===== src/rtl/pc_unit.sv =====
// Fetch-stage program counter with stall, exception redirect and a circular
// hardware return-address stack feeding RAS pops back into the fetch PC.
module pc_unit #(
  parameter int unsigned N            = 32,
  parameter logic [31:0] RESET_VECTOR = 32'h0040_0000,
  parameter logic [31:0] EXC_VECTOR   = 32'h8000_0180,
  parameter int unsigned RAS_AW       = 2
) (
  input  logic         clk,
  input  logic         rst,
  input  logic         ena,
  input  logic         exc,
  input  logic         branch_taken,
  input  logic [N-1:0] branch_target,
  input  logic         jump,
  input  logic         call,
  input  logic [N-1:0] jump_target,
  input  logic         ret,
  output logic [N-1:0] pc,
  output logic [N-1:0] pc_plus4,
  output logic         ras_empty,
  output logic         ras_full,
  output logic         ras_err,
  output logic         misaligned
);

  localparam int unsigned DEPTH  = 2 ** RAS_AW;
  localparam logic [N-1:0] RST_PC = N'(RESET_VECTOR);
  localparam logic [N-1:0] EXC_PC = N'(EXC_VECTOR);
  localparam logic [RAS_AW:0] CNT_FULL = (RAS_AW + 1)'(DEPTH);
  localparam logic [RAS_AW:0] CNT_ONE  = (RAS_AW + 1)'(1);

  typedef enum logic [2:0] {
    SEL_HOLD,
    SEL_EXC,
    SEL_SEQ,
    SEL_RAS,
    SEL_JUMP,
    SEL_BRANCH
  } pc_sel_e;

  pc_sel_e            sel;
  logic [N-1:0]       ras_mem [DEPTH];
  logic [RAS_AW-1:0]  top, top_next, wr_idx;
  logic [RAS_AW:0]    count, count_next;
  logic               err_next, mis_next, wr_en;
  logic [N-1:0]       pc_next, ras_top;

  assign pc_plus4  = pc + N'(4);
  assign ras_empty = (count == '0);
  assign ras_full  = (count == CNT_FULL);
  assign ras_top   = ras_mem[top];

  always_comb begin
    sel        = SEL_SEQ;
    top_next   = top;
    count_next = count;
    err_next   = ras_err;
    mis_next   = 1'b0;
    wr_en      = 1'b0;
    wr_idx     = top + 1'b1;
    if (exc) begin
      sel        = SEL_EXC;
      count_next = '0;
      err_next   = 1'b0;
    end else if (!ena) begin
      sel = SEL_HOLD;
    end else if (ret) begin
      if (!ras_empty) begin
        sel = SEL_RAS;
        // call+ret swaps the top entry in place instead of pop-then-push
        if (call) begin
          wr_en  = 1'b1;
          wr_idx = top;
        end else begin
          top_next   = top - 1'b1;
          count_next = count - 1'b1;
        end
      end else begin
        sel      = SEL_SEQ;
        err_next = 1'b1;
        if (call) begin
          wr_en      = 1'b1;
          top_next   = top + 1'b1;
          count_next = CNT_ONE;
        end
      end
    end else if (call) begin
      sel      = SEL_JUMP;
      wr_en    = 1'b1;
      top_next = top + 1'b1;
      mis_next = |jump_target[1:0];
      if (ras_full) err_next = 1'b1;
      else          count_next = count + 1'b1;
    end else if (jump) begin
      sel      = SEL_JUMP;
      mis_next = |jump_target[1:0];
    end else if (branch_taken) begin
      sel      = SEL_BRANCH;
      mis_next = |branch_target[1:0];
    end
  end

  always_comb begin
    pc_next = pc_plus4;
    case (sel)
      SEL_HOLD:   pc_next = pc;
      SEL_EXC:    pc_next = EXC_PC;
      SEL_RAS:    pc_next = {ras_top[N-1:2], 2'b00};
      SEL_JUMP:   pc_next = {jump_target[N-1:2], 2'b00};
      SEL_BRANCH: pc_next = {branch_target[N-1:2], 2'b00};
      default:    pc_next = pc_plus4;
    endcase
  end

  always_ff @(posedge clk) begin
    if (rst) begin
      pc         <= RST_PC;
      top        <= '0;
      count      <= '0;
      ras_err    <= 1'b0;
      misaligned <= 1'b0;
    end else begin
      pc         <= pc_next;
      top        <= top_next;
      count      <= count_next;
      ras_err    <= err_next;
      misaligned <= mis_next;
    end
  end

  // Storage has no reset; only count/top define which entries are live.
  always_ff @(posedge clk) begin
    if (!rst && wr_en) ras_mem[wr_idx] <= pc_plus4;
  end

endmodule

===== config.mk =====
export PLATFORM = sky130hd
export DESIGN_NAME = pc_unit
export DESIGN_NICKNAME = d
export VERILOG_FILES = /design/src/rtl/pc_unit.sv
export SDC_FILE = /design/constraint.sdc
export NUM_CORES = 1
export LEC_CHECK = 0
export CORE_MARGIN = 1.5
export CORE_UTILIZATION = 40
export CTS_CLUSTER_SIZE = 24
export DETAILED_ROUTE_END_ITERATION = 10
export DONT_BUFFER_PORTS = 1
export PLACE_DENSITY = 0.59
export SLEW_MARGIN = 20
export SYNTH_ARGS = -nofsm -noshare
export SYNTH_HDL_FRONTEND = slang
export SYNTH_SLANG_ARGS = --single-unit

===== constraint.sdc =====
create_clock -name clk -period 4.7 [get_ports clk]
set_clock_uncertainty 0.1 [all_clocks]
set_input_delay 0.705 -clock clk [delete_from_list [all_inputs] [get_ports clk]]
set_output_delay 0.705 -clock clk [all_outputs]
set_load 0.01 [all_outputs]

==> impl_metrics.ini <==
[worst_setup_path]
critPathKind = reg2out
cp-end-kind = output port
startpoint_type = flip-flop
critPathRequiredTime_ns = 3.89
arrival_ns = 3.21
crit_fanout = 16

[global_routing]
grt_pass1_wl_um = 32600
antenna_found_initial = 0
grt_overflow = 0
grt_pass1_vias = 5169
grt_usage_pct = 22.8
grt_max_degree = 43

[clock_tree]
cts.sinks = 159
clock_path_buffers = 2
clk_latency_ns = 0.42
cts_hold_buf = 0
cts_root_buf = clkbuf_16
cts_setup_buffers = 0
path_clk_slew_ns = 0.06
cts-resized-gates = 0
htreeDepth = 4
cts_tree = yes
cts_buffers = 17

[yosys]
synth_edf_count = 120
yosys-top-cells-area = edfxtp_1, dfxtp_1, mux4_2
synth_top_area_cell = edfxtp_1
syn_inst = 579
yosysSeqAreaShare_pct = 57.7
yosysWarnings = 0
synthDominantCellAreaShare_pct = 47.4
syn_area_um2 = 7600
ys_types = 67
ys_async_sr_fraction_pct = 0
synth_ff_type = edfxtp_1
syn_avg_cell_area_um2 = 13.1
ys_ff_latch = 159

[flow_run]
maxCapViolCount = 0

[detailed_routing]
routed_via_density = 6.51
finalWirelength_um = 22200
first_iter_violations = 507
avgRoutedWirePerCell_um = 26.9
dr.pass1.iters = 7
final_antenna_net_count = 0
drc = 0
vias = 5361

[floorplanning]
die_area_um2 = 19800
io_pins = 140
core-area_um2 = 18600
die_w_um = 141
start_util_pct = 40.8
row_count = 50
die_h_um = 141

[finish]
regArea_um2 = 4390
antenna_cells = 0
num-fill-cells = 1650
layout-drive-gt1-share_pct = 18.5
nets = 653
synthToLayoutAreaGrowth_pct = 12.4
multi_input_area_um2 = 3030

[placed_design]
port_buffers = 0
hpwl_um = 15400
place_congestion = 0.883
dp_slack_ns = 1.21

[min_path]
hold_path_class = in2reg

[timing]
setup_violations = 0
fmax_mhz = 249
slew_headroom_pct = 29.6
finalWorstSetupSlack_ns = 0.690
tns_ns = 0
slew_viol_final = 0
rsz0062_at_grt = false
period_share_pct = 85.3
layout_min_cycle_time_ns = 4.01
hold_viol = 0
max_slew.worst_pin.slew_ns = 1.05

[run_status]
run_status = completed

[pwr]
leakagePower_nw = 2.76
powerDensity_nw_per_um2 = 395
max-vdd-ir-drop_uv = 248
[cell type report]
class,count,area share (%)
clock buffer,23,5.85
clock inverter,9,2.07
inverter,11,0.484
multi-input combinational,373,35.5
sequential,159,51.4
tap,234,3.43
timing repair buffer,15,1.32
[stage by stage]
step	util, %	std cells	hold slack, ns	power, mW	area (µm²)
2_1_floorplan	-	582	0.392	1.78	7610
3_3_place_gp	42.2	792	0.406	1.84	7860
3_5_place_dp	42.2	792	0.423	1.85	7860
4_1_cts	45.8	824	0.238	3.40	8540
5_1_grt	45.8	824	0.245	3.47	8540
6_report	45.8	824	0.262	3.38	8540
[cell usage after synthesis, types with 4 or more instances]
cell type,count
edfxtp_1,120
dfxtp_1,39
nor2_1,35
nand2_1,31
mux4_2,30
a21oi_1,25
nand3_1,20
xnor2_1,20
clkbuf_1,18
buf_2,15
o21ai_0,15
a222oi_1,14
a31oi_1,11
inv_1,11
mux2_2,11
nand4_1,11
nor4_1,11
a221oi_1,9
nor3_1,9
xor2_1,9
o21a_1,8
a21boi_0,7
a311oi_1,7
and2_1,7
and3_1,5
and4_1,5
buf_4,5
nor2b_1,5
ha_1,4
nor3b_1,4
o211ai_1,4
[kinds of logic (layout without fill, tap and decap cells)]
logic type / Yosys count / after routing / synth area share [%]
AND/OR/NAND/NOR: 167 / 167 / 12.4
flip-flops: 159 / 159 / 57.7
AO/OA/AOI/OAI: 125 / 125 / 11.9
buffers and inverters: 50 / 58 / 3.06
multiplexers: 44 / 44 / 10.9
XOR/XNOR: 29 / 29 / 3.34
adder cells (fa/ha/maj): 4 / 4 / 0.659
other: 1 / 4 / 0.0493
[state kept, by name, summed over array words and instances, names as in the netlist, named ones only]
register and flops:
ras_err 1, pc 30, ras_mem 120, count 3, misaligned 1, top 2
[power breakdown]
group,internal [mW],switching [mW],total (mW)
Clock,1.02,0.539,1.56
Sequential,1.54,0.0606,1.60
Combinational,0.0853,0.133,0.218
Total,2.64,0.733,3.38
[per-layer routing]
layer  GRT usage [%]  part of all wire (%)
met5               0                     0
met2            36.6                    48
met1            29.5                    40
met3            7.27                   9.6
met4            7.02                   2.3
[worst max-delay path, stage by stage, from the launching register on]
cell and delay [ns]:
dfxtp_1 0.66, nand4_4 0.27, nor4_4 0.91, nand4_1 0.32
xnor2_1 0.62
[worst paths after layout]
check,startpoint,end,slack (ns),cells after the start
worst max-delay path,pc[8],pc_plus4[29],0.69,4
worst min-delay path,ret,misaligned,0.26,1
worst max register to register,pc[8],ras_mem[3][29],1.53,4
worst min register to register,count[0],count[0],0.44,2
[layout by cell type (no fill, tap or decap), drive strengths merged, types with 12 or more instances in the layout]
cell type,synthesis,final
a21oi,26,26
a222oi,14,14
buf,21,15
clkbuf,18,23
dfxtp,39,39
edfxtp,120,120
inv,11,12
mux4,30,30
nand2,31,31
nand3,20,20
nand4,12,12
nor2,35,35
nor4,13,13
o21ai,16,16
xnor2,20,20
Note: power is estimated with default switching activity, not from simulation.
